[config.mk]
export PLATFORM = sky130hd
export DESIGN_NAME = divider_nbit_seq
export DESIGN_NICKNAME = d
export VERILOG_FILES = /design/src/rtl/divider_pkg.sv /design/src/rtl/div_iter_counter.sv /design/src/rtl/divider_nbit_seq.sv
export SDC_FILE = /design/constraint.sdc
export NUM_CORES = 1
export LEC_CHECK = 0
export BUFFER_PORTS_ARGS = -buffer_cell sky130_fd_sc_hd__buf_2
export CAP_MARGIN = 30
export CORE_MARGIN = 4
export CORE_UTILIZATION = 54
export CTS_CLUSTER_SIZE = 25
export DETAILED_ROUTE_END_ITERATION = 10
export HOLD_SLACK_MARGIN = 0.05
export PLACE_DENSITY = 0.74
export REMOVE_ABC_BUFFERS = 1
export SKIP_LAST_GASP = 1
export SLEW_MARGIN = 10
export SYNTH_ARGS = -nofsm -noshare
export SYNTH_HDL_FRONTEND = slang
export SYNTH_SLANG_ARGS = --single-unit
[constraint.sdc]
create_clock -name clk -period 2.4 [get_ports clk]
set_clock_uncertainty 0.15 [all_clocks]
set_input_delay 0.24 -clock clk [delete_from_list [all_inputs] [get_ports clk]]
set_output_delay 0.24 -clock clk [all_outputs]
set_load 0.02 [all_outputs]
[src/rtl/divider_pkg.sv]
`default_nettype none
// ============================================================================
// Module : divider_pkg
// Brief  : Shared state encoding and sizing helper for the sequential divider.
// Rev    : 1.0  initial release
// ============================================================================
package divider_pkg;

  typedef enum logic [1:0] {
    IDLE   = 2'd0,
    DIVIDE = 2'd1,
    DONE   = 2'd2
  } div_state_t;

  localparam int DEFAULT_NUM_BITS = 4;

  // Iteration counter must reach NUM_BITS itself, hence the +1.
  function automatic int cnt_width(input int num_bits);
    return $clog2(num_bits + 1);
  endfunction

endpackage
`default_nettype wire

[src/rtl/div_iter_counter.sv]
`default_nettype none
// ============================================================================
// Module : div_iter_counter
// Brief  : Iteration counter with clear, enable and a rollover flag at ROLLOVER_VAL.
// Rev    : 1.0  initial release
// ============================================================================
module div_iter_counter #(
  parameter int CNT_W        = 3,
  parameter int ROLLOVER_VAL = 4
) (
  input  logic clk,
  input  logic n_rst,
  input  logic i_clear,
  input  logic i_count_enable,
  output logic o_rollover_flag
);

  logic [CNT_W-1:0] r_count;

  always_ff @(posedge clk or negedge n_rst) begin
    if (!n_rst) begin
      r_count <= '0;
    end else if (i_clear) begin
      r_count <= '0;
    end else if (i_count_enable) begin
      r_count <= r_count + CNT_W'(1);
    end
  end

  assign o_rollover_flag = (r_count == CNT_W'(ROLLOVER_VAL));

endmodule
`default_nettype wire

[src/rtl/divider_nbit_seq.sv]
`default_nettype none
// ============================================================================
// Module : divider_nbit_seq
// Brief  : Sequential restoring divider, one quotient bit per cycle.
//          Define DIVIDER_SIGNED_EN for two's-complement operands.
// Rev    : 1.0  initial release
// ============================================================================
module divider_nbit_seq
  import divider_pkg::*;
#(
  parameter int NUM_BITS = 4
) (
  input  logic                clk,
  input  logic                n_rst,
  input  logic                start,
  input  logic [NUM_BITS-1:0] dividend,
  input  logic [NUM_BITS-1:0] divisor,
  output logic                busy,
  output logic                done,
  output logic [NUM_BITS-1:0] quotient,
  output logic [NUM_BITS-1:0] remainder,
  output logic                div_by_zero
);

  localparam int CNT_W = cnt_width(NUM_BITS);

  div_state_t          r_state;
  div_state_t          w_next_state;
  logic [NUM_BITS-1:0] r_quo;
  logic [NUM_BITS-1:0] r_rem;
  logic [NUM_BITS-1:0] r_divisor;
  logic [NUM_BITS-1:0] r_dividend;
  logic                r_dbz;
  logic                w_accept;
  logic                w_finish;
  logic                w_iter;
  logic                w_rollover;
  logic [NUM_BITS-1:0] w_dvd_mag;
  logic [NUM_BITS-1:0] w_dvs_mag;
  logic [NUM_BITS-1:0] w_quo_out;
  logic [NUM_BITS-1:0] w_rem_out;
  logic [NUM_BITS:0]   w_part;
  logic [NUM_BITS:0]   w_trial;
  logic                w_nonneg;

  always_ff @(posedge clk or negedge n_rst) begin
    if (!n_rst) begin
      r_state <= IDLE;
    end else begin
      r_state <= w_next_state;
    end
  end

  // A zero divisor still spends one DIVIDE cycle so busy is seen for a cycle.
  always_comb begin
    w_next_state = r_state;
    w_finish     = 1'b0;
    case (r_state)
      IDLE: begin
        if (start) begin
          w_next_state = DIVIDE;
        end
      end
      DIVIDE: begin
        if (r_dbz || w_rollover) begin
          w_next_state = DONE;
          w_finish     = 1'b1;
        end
      end
      DONE: begin
        w_next_state = IDLE;
      end
      default: begin
        w_next_state = IDLE;
      end
    endcase
  end

  assign w_accept = (r_state == IDLE) && start;
  assign w_iter   = (r_state == DIVIDE) && !w_finish;
  assign busy     = (r_state == DIVIDE);
  assign done     = (r_state == DONE);

  div_iter_counter #(
    .CNT_W        (CNT_W),
    .ROLLOVER_VAL (NUM_BITS)
  ) u_iter_counter (
    .clk             (clk),
    .n_rst           (n_rst),
    .i_clear         (w_accept),
    .i_count_enable  (w_iter),
    .o_rollover_flag (w_rollover)
  );

  // Shifted partial remainder can exceed NUM_BITS; if its top bit is set it
  // is certainly >= divisor, otherwise the trial borrow decides.
  assign w_part   = {r_rem, r_quo[NUM_BITS-1]};
  assign w_trial  = w_part - {1'b0, r_divisor};
  assign w_nonneg = w_part[NUM_BITS] | ~w_trial[NUM_BITS];

`ifdef DIVIDER_SIGNED_EN
  logic r_q_neg;
  logic r_r_neg;

  assign w_dvd_mag = dividend[NUM_BITS-1] ? (~dividend + NUM_BITS'(1)) : dividend;
  assign w_dvs_mag = divisor[NUM_BITS-1]  ? (~divisor  + NUM_BITS'(1)) : divisor;
  assign w_quo_out = r_q_neg ? (~r_quo + NUM_BITS'(1)) : r_quo;
  assign w_rem_out = r_r_neg ? (~r_rem + NUM_BITS'(1)) : r_rem;

  always_ff @(posedge clk or negedge n_rst) begin
    if (!n_rst) begin
      r_q_neg <= 1'b0;
      r_r_neg <= 1'b0;
    end else if (w_accept) begin
      r_q_neg <= dividend[NUM_BITS-1] ^ divisor[NUM_BITS-1];
      r_r_neg <= dividend[NUM_BITS-1];
    end
  end
`else
  assign w_dvd_mag = dividend;
  assign w_dvs_mag = divisor;
  assign w_quo_out = r_quo;
  assign w_rem_out = r_rem;
`endif

  always_ff @(posedge clk or negedge n_rst) begin
    if (!n_rst) begin
      r_quo      <= '0;
      r_rem      <= '0;
      r_divisor  <= '0;
      r_dividend <= '0;
      r_dbz      <= 1'b0;
    end else if (w_accept) begin
      r_quo      <= w_dvd_mag;
      r_rem      <= '0;
      r_divisor  <= w_dvs_mag;
      r_dividend <= dividend;
      r_dbz      <= (divisor == '0);
    end else if (w_iter) begin
      if (w_nonneg) begin
        r_rem <= w_trial[NUM_BITS-1:0];
        r_quo <= {r_quo[NUM_BITS-2:0], 1'b1};
      end else begin
        r_rem <= w_part[NUM_BITS-1:0];
        r_quo <= {r_quo[NUM_BITS-2:0], 1'b0};
      end
    end
  end

  always_ff @(posedge clk or negedge n_rst) begin
    if (!n_rst) begin
      quotient    <= '0;
      remainder   <= '0;
      div_by_zero <= 1'b0;
    end else if (w_finish) begin
      if (r_dbz) begin
        quotient    <= '1;
        remainder   <= r_dividend;
        div_by_zero <= 1'b1;
      end else begin
        quotient    <= w_quo_out;
        remainder   <= w_rem_out;
        div_by_zero <= 1'b0;
      end
    end
  end

endmodule
`default_nettype wire

==> summary.txt <==
Yosys
  • Most instantiated cells after synthesis: dfrtp_1, nand2_1, nor2_1
  • Ys flop type: dfrtp_1
  • Top post-synthesis cells by area: dfrtp_1, nand2_1, ha_1, a21oi_1, nor2_1
  • Register area share after synthesis: 50.74%
  • Synth Area in Simple Gates: 18.25%
  • Ys Warns: 0
  • Top-area cell type share of the netlist area: 50.74%
  • Multiplexer share of the synthesized area: 3.273%
  • FF+latch count, synth: 31
  • Synth Area in Compound Gates: 13.42%
  • Post-synthesis cell count: 155
  • Synth Area in Adders: 6.219%
  • Main combinational cell family by area after synthesis: simple AND/OR/NAND/NOR gates
  • Distinct cells, synth: 31
  • Post-synth EDFFs: 0
  • Count leader, synth: dfrtp_1
  • XOR/XNOR Fraction of Synth Area: 1.718%
  • Cell taking the most area after synthesis: dfrtp_1
  • Post-Syn Area: 1529 µm²
  • Syn_area_per_cell: 9.864 µm²
  • Async set-reset flop share out of synthesis: 100.0%

Timing
  • RSZ-0062 raised after global routing: no
  • Final hold violations: 0
  • Fin Setup TNS: 0 ns
  • Worst slew pin tran: 0.6676 ns
  • Max_slew headroom: 55.49%
  • Final min period: 2.076 ns
  • Setup violations, final: 0
  • Fin crit share: 86.48%
  • Slew Viols, Final: 0
  • Maximum achievable frequency: 0.4818 GHz

Flow run
  • Maxcap violations: 0

Die
  • Die height: 61.21 µm
  • Die area: 3747 µm²
  • Initial Util: 55.93%
  • # IOs: 22
  • Core region area: 2734 µm²
  • Die span in x: 61.21 µm
  • Cell Rows: 19

Routing
  • Via count: 1,166
  • Final wirelength: 2982 µm
  • Iteration count of the initial detailed-routing pass: 4
  • Initial DRC Count: 36
  • Drt wl/cell: 13.74 µm
  • Antenna Nets Post-Route: 0
  • DRC Markers: 0
  • Via density: 5.373

GRT
  • Grt ovf: 0
  • Initial antenna violation count: 0
  • Largest net degree at the start of global routing: 32
  • Vias in the first global route: 1,145
  • Total GRT Usage: 18.90%
  • First-pass GRT wire length: 5016 µm

CTS
  • Post_cts resized: 0
  • Root Buffer: clkbuf_4
  • H-tree lvl count: 2
  • Worst skew pair latency: 0.33 ns
  • Sink Count: 31
  • Setup bufs post-CTS: 0
  • TritonCTS clock tree: built
  • Num CTS Buffers: 5
  • Clock transition at path regs: 0.09 ns
  • Clk buf depth: 2

Pwr
  • Design Power: 2530 µW
  • PD cells: 1438 nW/µm²
  • Static Leak: 0.0008498 µW
  • Max IR drop VDD: 0.0009347 V

Layout
  • ANT cells: 0
  • Nets: 203
  • Fin util: 64.35%
  • Share of cells above drive strength 1: 21.51%
  • Final instance area: 1759 µm²
  • Area growth from synthesis to layout: 15.06%

Worst setup path
  • WS Path Type: reg2reg
  • Category of the worst setup path launch point: flop
  • Critical Path RT: 2.46 ns
  • Worst-path fanout max: 5
  • CP cell instances: inv_1 > ha_1 > fa_1 > nand3b_1 > and2_1 > a21oi_1 > o21ai_0
  • CP peak stage delay: 0.40 ns
  • Slowest CP cell: fa_1
  • Setup crit end kind: flop
  • Crit path arrival time: 2.13 ns
  • Worst path bufs/invs: 1
  • CP top delay family: adder cells

Run status
  • Status: completed

Placed design
  • Placer Congestion: 0.7590
  • Post-DP Area: 1617 µm²
  • IO Port Bufs: 21
  • Post-DP HPWL: 2124 µm

Worst hold path
  • Worst Hold Class: in2reg
[registers in the layout (all words and copies together) (netlist names)]
| name | cells |
|---|---|
| quotient | 4 |
| r_dividend | 4 |
| r_divisor | 4 |
| r_quo | 4 |
| r_rem | 4 |
| remainder | 4 |
| u_iter_counter.r_count | 3 |
| r_state | 2 |
| div_by_zero | 1 |
| r_dbz | 1 |
[path summary, 6_finish.rpt]
kind	startpoint	to	slack [ns]	depth (start not counted)
worst max-delay path	r_quo[3]	r_rem[1]	0.32	7
worst min-delay path	start	r_dividend[3]	0.23	4
worst max register to register	r_quo[3]	r_rem[1]	0.32	7
worst min register to register	r_dividend[0]	r_dividend[0]	0.33	2
max in group asynchronous	n_rst	r_divisor[1]	1.35	2
min in group asynchronous	n_rst	div_by_zero	0.32	2
[final cells by class]
| cell class | count | area [µm²] |
|---|---|---|
| Tap cell | 31 | 38.79 |
| Inverter | 9 | 33.78 |
| Sequential cell | 31 | 775.7 |
| Clock buffer | 5 | 37.54 |
| Clock inverter | 3 | 15.01 |
| Fill cell | 227 | 974.7 |
| Multi-Input combinational cell | 107 | 655.6 |
| Timing Repair Buffer | 31 | 202.7 |
[per-layer routing]
metal  vias up  global-route usage, %  wire [µm]
met1       552                  22.06       1316
met2        28                  30.21       1414
met5         -                      0          0
met4         0                  13.62        102
met3        10                  4.612        149
li1        576                      -          -
[what timing repair did]
action / CTS / global route
endpoints found under the setup margin: 0 / 0
endpoints found under the hold margin: 44 / 0
hold buffers: 9 / 0
[cells by family after synthesis]
logic type      Yosys count
simple gates             58
fa+ha+maj                 7
buf+inv                  17
flops                    31
compound gates           34
xor+xnor                  3
mux                       5
[worst min-delay path: stages]
cell     delay [ns]
buf_2          0.10
nor3b_2        0.21
nand2_1        0.08
nand2_1        0.04
[report_power, final]
group          switching (µW)  internal [µW]
sequential                180            774
clock                     177            109
combinational             769            521
total                    1130           1400
[layout by cell type, fill, tap and decap left out, drive strengths merged, types with 2 or more instances in the layout]
cell	instances
xor2	2
clkbuf	5
a21oi	16
a211oi	2
dfrtp	31
nor2b	2
dlygate4sd3	9
nand2	26
and2	2
clkinv	3
nor2	14
inv	9
buf	22
nand3	9
ha	6
o21ai	13
mux2i	5
[per-stage QoR]
step                      hold WS (ns)  setup slack (ns)  instances
after detailed placement        0.1614            0.3342        200
after CTS                       0.2170            0.3218        217
final                           0.2289            0.3244        217
after global placement          0.1646            0.4599        200
after floorplan                -0.2056            0.5201        147
after global routing            0.2455            0.1919        217
Note: power is estimated with default switching activity, not from simulation.
